[src/rtl/mem_arbiter_pkg.sv]
// Shared types and sizing helpers for the round-robin scratch-memory arbiter.
package mem_arb_pkg;

  typedef enum logic [1:0] {
    IDLE  = 2'd0,
    ISSUE = 2'd1,
    WAIT  = 2'd2,
    RESP  = 2'd3
  } arb_state_t;

  localparam int TIMEOUT_DEF = 15;
  localparam int WCNT_W      = $clog2(TIMEOUT_DEF + 1);

  // Wait counter must be able to hold the value TIMEOUT itself.
  function automatic int cnt_width(input int timeout);
    return $clog2(timeout + 1);
  endfunction

endpackage

[src/rtl/mem_arbiter_if.sv]
// Requester-side and memory-side signal bundle of the arbiter.
interface mem_arbiter_if #(
  parameter int NREQ       = 4,
  parameter int WIDTH      = 8,
  parameter int DEPTH      = 32,
  parameter int ADDR_WIDTH = $clog2(DEPTH)
);
  localparam int IDX_W = $clog2(NREQ);

  logic [NREQ-1:0]            req_valid;
  logic [NREQ-1:0]            req_wr_rd;
  logic [NREQ*ADDR_WIDTH-1:0] req_addr;
  logic [NREQ*WIDTH-1:0]      req_wdata;
  logic [NREQ-1:0]            req_ready;
  logic                       req_err;
  logic [WIDTH-1:0]           req_rdata;
  logic [IDX_W-1:0]           gnt_idx;
  logic                       busy;
  logic                       mem_valid;
  logic                       mem_wr_rd;
  logic [ADDR_WIDTH-1:0]      mem_addr;
  logic [WIDTH-1:0]           mem_wdata;
  logic                       mem_ready;
  logic [WIDTH-1:0]           mem_rdata;

  // Arbiter side.
  modport slave (
    input  req_valid, req_wr_rd, req_addr, req_wdata, mem_ready, mem_rdata,
    output req_ready, req_err, req_rdata, gnt_idx, busy,
           mem_valid, mem_wr_rd, mem_addr, mem_wdata
  );

  // Requesters plus memory side.
  modport master (
    output req_valid, req_wr_rd, req_addr, req_wdata, mem_ready, mem_rdata,
    input  req_ready, req_err, req_rdata, gnt_idx, busy,
           mem_valid, mem_wr_rd, mem_addr, mem_wdata
  );

endinterface

[src/rtl/mem_arbiter_rr_pick.sv]
// Combinational round-robin picker: first set request at or after ptr, wrapping.
module mem_arb_rr_pick #(
  parameter int NREQ  = 4,
  parameter int IDX_W = $clog2(NREQ)
) (
  input  logic [NREQ-1:0]  req,
  input  logic [IDX_W-1:0] ptr,
  output logic             any,
  output logic [IDX_W-1:0] idx
);

  logic [2*NREQ-1:0] dbl;
  logic [NREQ-1:0]   rot;
  logic [IDX_W-1:0]  cand [NREQ];

  assign dbl = {req, req};
  assign rot = dbl[ptr +: NREQ];

  // cand[gi] is the real requester index behind rotated position gi.
  for (genvar gi = 0; gi < NREQ; gi++) begin : g_cand
    logic [IDX_W:0] sum;
    assign sum = {1'b0, ptr} + (IDX_W+1)'(gi);
    assign cand[gi] = (sum >= (IDX_W+1)'(NREQ)) ? IDX_W'(sum - (IDX_W+1)'(NREQ))
                                                 : sum[IDX_W-1:0];
  end

  always_comb begin
    any = |rot;
    idx = '0;
    for (int k = NREQ - 1; k >= 0; k--) begin
      if (rot[k]) idx = cand[k];
    end
  end

endmodule

[src/rtl/mem_arbiter.sv]
// Round-robin arbiter serialising NREQ requesters onto one single-port memory,
// with a per-transaction ready timeout.
module mem_arbiter
  import mem_arb_pkg::*;
#(
  parameter int NREQ       = 4,
  parameter int WIDTH      = 8,
  parameter int DEPTH      = 32,
  parameter int ADDR_WIDTH = $clog2(DEPTH),
  parameter int TIMEOUT    = TIMEOUT_DEF
) (
  input  logic          clk,
  input  logic          rst,
  mem_arbiter_if.slave  bus
);

  localparam int IDX_W = $clog2(NREQ);
  localparam int CNT_W = cnt_width(TIMEOUT);

  arb_state_t            state_q, state_d;
  logic [IDX_W-1:0]      ptr_q, ptr_d;
  logic [IDX_W-1:0]      gnt_q, gnt_d;
  logic                  wr_q, wr_d;
  logic [ADDR_WIDTH-1:0] addr_q, addr_d;
  logic [WIDTH-1:0]      wdata_q, wdata_d;
  logic [CNT_W-1:0]      cnt_q, cnt_d;
  logic [NREQ-1:0]       ready_q, ready_d;
  logic                  err_q, err_d;
  logic [WIDTH-1:0]      rdata_q, rdata_d;
  logic                  mvalid_q, mvalid_d;
  logic                  busy_q, busy_d;

  logic                  pick_any;
  logic [IDX_W-1:0]      pick_idx;
  logic [ADDR_WIDTH-1:0] req_addr_a  [NREQ];
  logic [WIDTH-1:0]      req_wdata_a [NREQ];

  for (genvar gi = 0; gi < NREQ; gi++) begin : g_unpack
    assign req_addr_a[gi]  = bus.req_addr[gi*ADDR_WIDTH +: ADDR_WIDTH];
    assign req_wdata_a[gi] = bus.req_wdata[gi*WIDTH +: WIDTH];
  end

  mem_arb_rr_pick #(
    .NREQ  (NREQ),
    .IDX_W (IDX_W)
  ) u_pick (
    .req (bus.req_valid),
    .ptr (ptr_q),
    .any (pick_any),
    .idx (pick_idx)
  );

  always_comb begin
    state_d = state_q;
    ptr_d   = ptr_q;
    gnt_d   = gnt_q;
    wr_d    = wr_q;
    addr_d  = addr_q;
    wdata_d = wdata_q;
    cnt_d   = cnt_q;
    err_d   = err_q;
    rdata_d = rdata_q;

    case (state_q)
      IDLE: begin
        if (pick_any) begin
          gnt_d   = pick_idx;
          wr_d    = bus.req_wr_rd[pick_idx];
          addr_d  = req_addr_a[pick_idx];
          wdata_d = req_wdata_a[pick_idx];
          state_d = ISSUE;
        end
      end
      ISSUE: begin
        cnt_d   = '0;
        state_d = WAIT;
      end
      WAIT: begin
        if (bus.mem_ready) begin
          if (!wr_q) rdata_d = bus.mem_rdata;
          err_d   = 1'b0;
          state_d = RESP;
        end else if (cnt_q == CNT_W'(TIMEOUT)) begin
          err_d   = 1'b1;
          state_d = RESP;
        end else begin
          cnt_d = cnt_q + 1'b1;
        end
      end
      RESP: begin
        ptr_d   = (gnt_q == IDX_W'(NREQ - 1)) ? '0 : gnt_q + 1'b1;
        err_d   = 1'b0;
        state_d = IDLE;
      end
      default: state_d = IDLE;
    endcase

    // Outputs are registered, so they are derived from the state being entered.
    mvalid_d = (state_d == ISSUE);
    busy_d   = (state_d != IDLE);
    ready_d  = '0;
    if (state_d == RESP) ready_d[gnt_d] = 1'b1;
  end

  always_ff @(posedge clk) begin
    if (rst) begin
      state_q  <= IDLE;
      ptr_q    <= '0;
      gnt_q    <= '0;
      wr_q     <= 1'b0;
      addr_q   <= '0;
      wdata_q  <= '0;
      cnt_q    <= '0;
      ready_q  <= '0;
      err_q    <= 1'b0;
      rdata_q  <= '0;
      mvalid_q <= 1'b0;
      busy_q   <= 1'b0;
    end else begin
      state_q  <= state_d;
      ptr_q    <= ptr_d;
      gnt_q    <= gnt_d;
      wr_q     <= wr_d;
      addr_q   <= addr_d;
      wdata_q  <= wdata_d;
      cnt_q    <= cnt_d;
      ready_q  <= ready_d;
      err_q    <= err_d;
      rdata_q  <= rdata_d;
      mvalid_q <= mvalid_d;
      busy_q   <= busy_d;
    end
  end

  assign bus.req_ready = ready_q;
  assign bus.req_err   = err_q;
  assign bus.req_rdata = rdata_q;
  assign bus.gnt_idx   = gnt_q;
  assign bus.busy      = busy_q;
  assign bus.mem_valid = mvalid_q;
  assign bus.mem_wr_rd = wr_q;
  assign bus.mem_addr  = addr_q;
  assign bus.mem_wdata = wdata_q;

endmodule
[src/flat_wrapper.sv]
// flat-port wrapper written by rule: the top's interface ports become plain ports
module mem_arbiter_flat import mem_arb_pkg::*;
#(
  parameter int NREQ       = 4,
  parameter int WIDTH      = 8,
  parameter int DEPTH      = 32,
  parameter int ADDR_WIDTH = $clog2(DEPTH),
  parameter int TIMEOUT    = TIMEOUT_DEF
)
  (clk, rst, bus_req_valid, bus_req_wr_rd, bus_req_addr, bus_req_wdata, bus_mem_ready, bus_mem_rdata, bus_req_ready, bus_req_err, bus_req_rdata, bus_gnt_idx, bus_busy, bus_mem_valid, bus_mem_wr_rd, bus_mem_addr, bus_mem_wdata);
  mem_arbiter_if #(.NREQ(NREQ), .WIDTH(WIDTH), .DEPTH(DEPTH), .ADDR_WIDTH(ADDR_WIDTH)) bus_i ();
  input  logic clk;
  input  logic rst;
  input wire logic [$bits(bus_i.req_valid)-1:0] bus_req_valid;
  input wire logic [$bits(bus_i.req_wr_rd)-1:0] bus_req_wr_rd;
  input wire logic [$bits(bus_i.req_addr)-1:0] bus_req_addr;
  input wire logic [$bits(bus_i.req_wdata)-1:0] bus_req_wdata;
  input wire logic [$bits(bus_i.mem_ready)-1:0] bus_mem_ready;
  input wire logic [$bits(bus_i.mem_rdata)-1:0] bus_mem_rdata;
  output wire logic [$bits(bus_i.req_ready)-1:0] bus_req_ready;
  output wire logic [$bits(bus_i.req_err)-1:0] bus_req_err;
  output wire logic [$bits(bus_i.req_rdata)-1:0] bus_req_rdata;
  output wire logic [$bits(bus_i.gnt_idx)-1:0] bus_gnt_idx;
  output wire logic [$bits(bus_i.busy)-1:0] bus_busy;
  output wire logic [$bits(bus_i.mem_valid)-1:0] bus_mem_valid;
  output wire logic [$bits(bus_i.mem_wr_rd)-1:0] bus_mem_wr_rd;
  output wire logic [$bits(bus_i.mem_addr)-1:0] bus_mem_addr;
  output wire logic [$bits(bus_i.mem_wdata)-1:0] bus_mem_wdata;
  assign bus_i.req_valid = bus_req_valid;
  assign bus_i.req_wr_rd = bus_req_wr_rd;
  assign bus_i.req_addr = bus_req_addr;
  assign bus_i.req_wdata = bus_req_wdata;
  assign bus_i.mem_ready = bus_mem_ready;
  assign bus_i.mem_rdata = bus_mem_rdata;
  assign bus_req_ready = bus_i.req_ready;
  assign bus_req_err = bus_i.req_err;
  assign bus_req_rdata = bus_i.req_rdata;
  assign bus_gnt_idx = bus_i.gnt_idx;
  assign bus_busy = bus_i.busy;
  assign bus_mem_valid = bus_i.mem_valid;
  assign bus_mem_wr_rd = bus_i.mem_wr_rd;
  assign bus_mem_addr = bus_i.mem_addr;
  assign bus_mem_wdata = bus_i.mem_wdata;
  mem_arbiter #(.NREQ(NREQ), .WIDTH(WIDTH), .DEPTH(DEPTH), .ADDR_WIDTH(ADDR_WIDTH), .TIMEOUT(TIMEOUT)) u_core (.clk(clk), .rst(rst), .bus(bus_i));
endmodule
[config.mk]
export PLATFORM = sky130hd
export DESIGN_NAME = mem_arbiter_flat
export DESIGN_NICKNAME = d
export VERILOG_FILES = /design/src/rtl/mem_arbiter_pkg.sv /design/src/rtl/mem_arbiter_if.sv /design/src/rtl/mem_arbiter_rr_pick.sv /design/src/rtl/mem_arbiter.sv /design/src/flat_wrapper.sv
export SDC_FILE = /design/constraint.sdc
export NUM_CORES = 1
export LEC_CHECK = 0
export CORE_MARGIN = 2
export CORE_UTILIZATION = 30
export DETAILED_ROUTE_END_ITERATION = 10
export GPL_TIMING_DRIVEN = 1
export MAX_ROUTING_LAYER = met4
export PLACE_DENSITY = 0.76
export SLEW_MARGIN = 10
export SYNTH_ARGS = -nofsm -noshare
export SYNTH_HDL_FRONTEND = slang
export SYNTH_SLANG_ARGS = --single-unit
export TNS_END_PERCENT = 50
[constraint.sdc]
create_clock -name clk -period 2 [get_ports clk]
set_clock_uncertainty 0.05 [all_clocks]
set_input_delay 0.6 -clock clk [delete_from_list [all_inputs] [get_ports clk]]
set_output_delay 0.6 -clock clk [all_outputs]
set_load 0.05 [all_outputs]
Word-level counts from Yosys, hierarchy flattened
Cells that the tools add are included.
- word-level logic and storage cells: 85
- bits in registers: 39
- bits of input ports: 71
- output and inout port bits: 31
- $lt $le $gt $ge: 8
- shift-type cells: 1
- equality and inequality tests: 10
- reductions and logical operators: 11
- bitwise logic cells: 3
- add/sub/neg operators: 9
- muxes and demuxes: 31
- operators with widths (cell ; number):
    2-bit 2-to-1 mux ; 14
    8-bit binary-select mux with 2-bit select ; 1
    8-bit 2-to-1 mux ; 2
    3-bit greater-or-equal comparator (second input constant) ; 4
    5-bit binary-select mux with 2-bit select ; 1
    5-bit 2-to-1 mux ; 2
    2-bit equality test (second input constant) ; 4
    4-bit 2-to-1 mux ; 2
    2-bit one-hot mux with 4 select lines ; 1
    4-bit one-hot mux with 2 select lines ; 1
    8-bit by 3-bit variable part select with 4-bit output ; 1
    2-bit by 1-bit subtractor with 2-bit output (second input constant) ; 4
    2-bit by 2-bit adder with 3-bit output (second input constant) ; 2
    2-bit by 3-bit less-than comparator with 1-bit output (second input constant) ; 2
    3-bit AND reduction ; 2
    2-bit nonzero test ; 3
    4-bit by 1-bit adder with 4-bit output (second input constant) ; 1
    2-bit by 1-bit equality test with 1-bit output (second input constant) ; 2
    4-bit equality test (second input constant) ; 1
    1-bit 2-to-1 mux ; 4
    2-bit != test (second input constant) ; 2
    2-bit AND reduction ; 2
    4-bit OR reduction ; 1
    2-bit by 1-bit adder with 3-bit output (second input constant) ; 1
    12 further kinds ; 13

Logic depth before layout (Yosys ltp)
- word-level depth: 13
- depth in mapped cells: 7
- gate-level depth less buffers: 6

Modules after synthesis
A second synthesis with hierarchy kept.
- cells, all modules: 164
- area, all modules: 1966.9 um^2
- by module, submodules not included (module ; cells an instance ; instances ; area each (um^2)):
    mem_arbiter ; 151 ; 1 ; 1889.3
    mem_arb_rr_pick ; 13 ; 1 ; 77.6

Least setup slack after synthesis
No wires, ideal clock.
- path kind: input port to flip-flop
- start: input port bus_req_valid[1]
- end: register u_core.wdata_q[1], in the netlist u_core.bus.mem_wdata[1]
- path buffers: 2
- stages: 7
- arrival time: 1.624 ns
- slack: 0.188 ns
- setup time: 0.138 ns
- path through: nand2b_1 > a21oi_1 > o32a_1 > clkbuf_1 > buf_4 > mux2i_1 > o221ai_1
- longest elaborated chain between the ends: 9
- RTL lines (what ; line ; source):
    start, declared ; flat_wrapper.sv:14 ; input wire logic [$bits(bus_i.req_valid)-1:0] bus_req_valid;
    8-bit by 3-bit variable part select with 4-bit output * ; mem_arbiter_rr_pick.sv:17 ; assign rot = dbl[ptr +: NREQ];
    2-bit 2-to-1 mux (4 in a row) ; mem_arbiter_rr_pick.sv:31 ; if (rot[k]) idx = cand[k];
    2-bit NOT with 3-bit output (not written as such) ; mem_arbiter.sv:70 ; wdata_d = req_wdata_a[pick_idx];
    8-bit binary-select mux with 2-bit select ; mem_arbiter.sv:70 ;
    8-bit 2-to-1 mux (not written as such) (2 in a row) ; mem_arbiter.sv:70 ;
    end signal, assigned ; mem_arbiter.sv:125 ; wdata_q <= wdata_d;
    end, declared ; mem_arbiter.sv:25 ; logic [WIDTH-1:0] wdata_q, wdata_d;
Every way passes the cells marked *; elsewhere a longest branch is shown, timed or not. The select of a mux whose other input is x is not followed.
A chain may end at the register's enable or synchronous reset.

Worst setup path in the final report
- start: input port bus_req_valid[2]
- end: register u_core.ready_q[0], in the netlist u_core.bus.req_ready[0]
- longest elaborated chain between the ends: 11
- RTL lines (what ; line ; source):
    8-bit by 3-bit variable part select with 4-bit output * ; mem_arbiter_rr_pick.sv:17 ;
    2-bit 2-to-1 mux (4 in a row) ; mem_arbiter_rr_pick.sv:31 ;
    2-bit 2-to-1 mux ; mem_arbiter.sv:66 ; if (pick_any) begin
    2-bit 2-to-1 mux ; mem_arbiter.sv:64 ; case (state_q)
    2-bit by 3-bit less-than comparator with 1-bit output (not written as such) / 2-bit by 1-bit greater-or-equal comparator with 1-bit output (equally long branches) ; mem_arbiter.sv:102 ; if (state_d == RESP) ready_d[gnt_d] = 1'b1;
    1-bit logical AND (not written as such) ; mem_arbiter.sv:102 ;
    1-bit 2-to-1 mux (not written as such) ; mem_arbiter.sv:102 ;
    1-bit demux with 2-bit select ; -- ;
    end signal, assigned ; mem_arbiter.sv:127 ; ready_q <= ready_d;
    end, declared ; mem_arbiter.sv:27 ; logic [NREQ-1:0] ready_q, ready_d;
Every way passes the cells marked *; elsewhere a longest branch is shown, timed or not.

==> impl_metrics.py <==
metrics = {
    "pwr": {
        "power_uw": 2410,
        "pwr-share-clk": 0.283,
        "swShare": 0.334,
        "power_density_nw_per_um2": 755,
        "p_comb_frac": 0.343,
        "p_switching_uw": 804,
        "pwr-share-seq": 0.375,
        "p_int_uw": 1600,
        "peakVddDrop_uv": 374,
        "leakage_uw": 0.00126,
    },
    "worst_setup_path": {
        "r2r_slack_ps": 310,
        "crit_required_ps": 2180,
        "arrival_ps": 2120,
        "startpoint_type": "input pin",
        "end_kind": "flop",
        "r2r-end": "u_core.bus.req_ready[0]",
        "r2r_cells": 6,
        "critical_path_class": "in2reg",
        "reg2reg_from": "u_core.ptr_q[0]",
        "cp_max_fo": 15,
    },
    "layout": {
        "ff_latch_area_um2": 781,
        "layout.nets": 386,
        "utilization": 0.532,
        "drive_gt1_frac": 0.223,
        "area_growth_pct": 69.5,
        "antenna_cells": 0,
        "multiInputGateArea_um2": 1080,
        "nFillCells": 558,
    },
    "global_route": {
        "grt_pass1_wl_um": 9540,
        "grt_max_degree": 22,
        "grt_remaining_overflow": 0,
        "grt_pass1_vias": 2016,
        "antenna_found_initial": 0,
        "grtUsageTotal": 0.172,
    },
    "sta": {
        "fmax_ghz": 0.516,
        "fin_hold_ws_ps": 428,
        "finalMaxSlewViolations": 0,
        "period_needed_ps": 1940,
        "post-route-period-util": 0.968,
        "setup_viol": 0,
        "slew_headroom": 0.770,
        "hold_violations": 0,
        "finalSetupTns_ps": 0,
        "rsz0062_at_grt": "false",
        "tightest_slew_ps": 345,
    },
    "synth": {
        "ys_async_sr_fraction": 0,
        "syn_nets": 276,
        "ys.flop_type": "dfxtp_1",
        "yosysUniqueCellTypes": 35,
        "synth-xor-area-share": 0.00466,
        "synth-compound-area-share": 0.146,
        "synth_top_family_by_area": "multiplexers",
        "syn_inst": 203,
        "synthSimpleGateAreaFrac": 0.176,
        "yosys_warnings": 0,
        "synth_area_um2": 1880,
        "muxShareOfSynthArea": 0.203,
        "ys_ff_latch": 39,
        "ys_seq_area_frac": 0.415,
        "synth_fa_ha_area_frac": 0.0133,
        "synth.avg_cell_area_um2": 9.26,
        "synth_edf_count": 0,
    },
    "route": {
        "drtIter0Drc": 108,
        "vias_per_cell": 4.95,
        "vias": 1927,
        "first_pass_iters": 4,
        "wirelength_um": 5760,
        "drt-wirelength-per-cell_um": 14.8,
        "ant_nets": 0,
        "drc_errors": 0,
    },
    "cts": {
        "cts_sinks": 39,
        "cts_max_level": 2,
        "cts_made_buffers": 5,
        "clk_pin_slew_ps": 90,
        "cts_tree": "built",
        "cts_setup_buffers": 0,
        "root_buffer": "clkbuf_8",
        "ctsLongestPathBuffers": 2,
        "insertion_delay_ps": 290,
        "cts.hold.buffers_added": 0,
    },
    "place": {
        "io_buffers": 101,
        "gp_congestion": 0.742,
        "dp_hpwl_um": 4290,
    },
    "die": {
        "start_util": 0.314,
        "ios": 102,
        "rows": 28,
        "core_um2": 5990,
        "die_w_um": 83.2,
        "fp.dieH_um": 83.2,
        "die-area_um2": 6920,
    },
    "run": {
        "cap_violations": 0,
    },
    "hold_path": {
        "hp-class": "reg2reg",
        "min_to": "u_core.bus.mem_wdata[5]",
        "worstHoldPathCells": 2,
        "hold_path.startpoint": "u_core.bus.mem_wdata[5]",
    },
    "outcome": {
        "status": "completed",
    },
}
[final cells by class]
cell class / instances / share of cell area
timing repair buffer: 117 / 0.347
sequential: 39 / 0.245
clock buffer: 5 / 0.0216
tap: 75 / 0.0294
clock inverter: 3 / 0.0149
multi-input combinational: 148 / 0.339
inverter: 2 / 0.00236
[stage by stage]
stage	setup WS (ps)	std cells	area, um^2
floorplan	188	203	1880
global placement	-392	380	2990
detailed placement	-417	380	2990
CTS	63.6	389	3180
global route	10.5	389	3190
finish	63.6	389	3190
[timing repair]
| action | 4_1_cts | 5_1_grt |
|---|---|---|
| endpoints found under the setup margin | 19 | 15 |
| pin swaps | 1 | 0 |
| resized for setup | 11 | 8 |
| gates cloned | 1 | 0 |
[kinds of logic after synthesis]
family,count (synthesis)
XOR/XNOR,1
adder cells (fa/ha/maj),2
buffers and inverters,16
AND/OR/NAND/NOR,70
AO/OA/AOI/OAI,37
multiplexers,38
flip-flops,39
[metal layers]
metal,part of all wire,vias up,wire [um],GRT usage
met1,0.42,867,2410,0.201
met3,0.057,12,331,0.0398
met4,0.022,0,129,0.0581
li1,-,969,-,-
met5,0,-,0,-
met2,0.50,79,2890,0.291
[how the worst max path moves through the flow]
stage                     slack (ps)                       to             start  cells past startpoint
final                             60  u_core.bus.req_ready[0]  bus_req_valid[2]                      6
after global placement          -390  u_core.bus.mem_wdata[4]  bus_req_valid[1]                      7
after CTS                         60  u_core.bus.req_ready[0]  bus_req_valid[1]                      7
after detailed placement        -420  u_core.bus.mem_wdata[4]  bus_req_valid[1]                      7
after global routing              10  u_core.bus.mem_wdata[5]  bus_req_valid[2]                      6
after floorplan                  190  u_core.bus.mem_wdata[1]  bus_req_valid[1]                      7
[cell usage after synthesis, types with 3 or more instances]
library cell,count,area [um^2]
o221ai_1,14,123
nor2b_1,4,25.0
nand4_1,3,18.8
nor2_1,26,97.6
nand2_1,20,75.1
dfxtp_1,39,781
mux2i_1,37,370
buf_2,3,15.0
nor3_1,6,30.0
a21oi_1,9,45.0
nand3_1,3,15.0
clkbuf_1,6,22.5
[state kept, by name (all words and copies together) (netlist names)]
| signal | count |
|---|---|
| u_core.bus.busy | 1 |
| u_core.bus.gnt_idx | 2 |
| u_core.bus.mem_addr | 5 |
| u_core.bus.mem_valid | 1 |
| u_core.bus.mem_wdata | 8 |
| u_core.bus.mem_wr_rd | 1 |
| u_core.bus.req_err | 1 |
| u_core.bus.req_rdata | 8 |
| u_core.bus.req_ready | 4 |
| u_core.cnt_q | 4 |
| u_core.ptr_q | 2 |
| u_core.state_q | 2 |
[power groups by stage]
stage | Combinational, uW | Clock (uW) | Sequential, uW
after floorplan | 254 | 0 | 1110
after detailed placement | 794 | 0 | 914
after global placement | 782 | 0 | 913
after global routing | 877 | 733 | 911
after CTS | 824 | 694 | 901
final | 824 | 680 | 901
[cell usage in the layout (no fill, tap or decap), types with 3 or more instances in the layout]
| cell type | Yosys | routed |
|---|---|---|
| a21oi_1 | 9 | 8 |
| nor3_1 | 6 | 6 |
| clkdlybuf4s50_1 | 0 | 66 |
| mux2i_1 | 37 | 33 |
| nand4_1 | 3 | 3 |
| nor2_1 | 26 | 25 |
| mux2i_2 | 0 | 4 |
| o221ai_1 | 14 | 14 |
| nand2_1 | 20 | 20 |
| clkbuf_8 | 0 | 5 |
| buf_4 | 2 | 42 |
| dfxtp_1 | 39 | 39 |
| buf_12 | 0 | 3 |
| nand3_1 | 3 | 3 |
| nor2b_1 | 4 | 3 |
[critical path, stage by stage]
cell	delay (ps)
dlygate4sd2_1	280
nor2b_1	160
o32a_4	380
bufbuf_16	300
mux2_2	280
nor2_1	90
(Power assumes the default switching activity.)
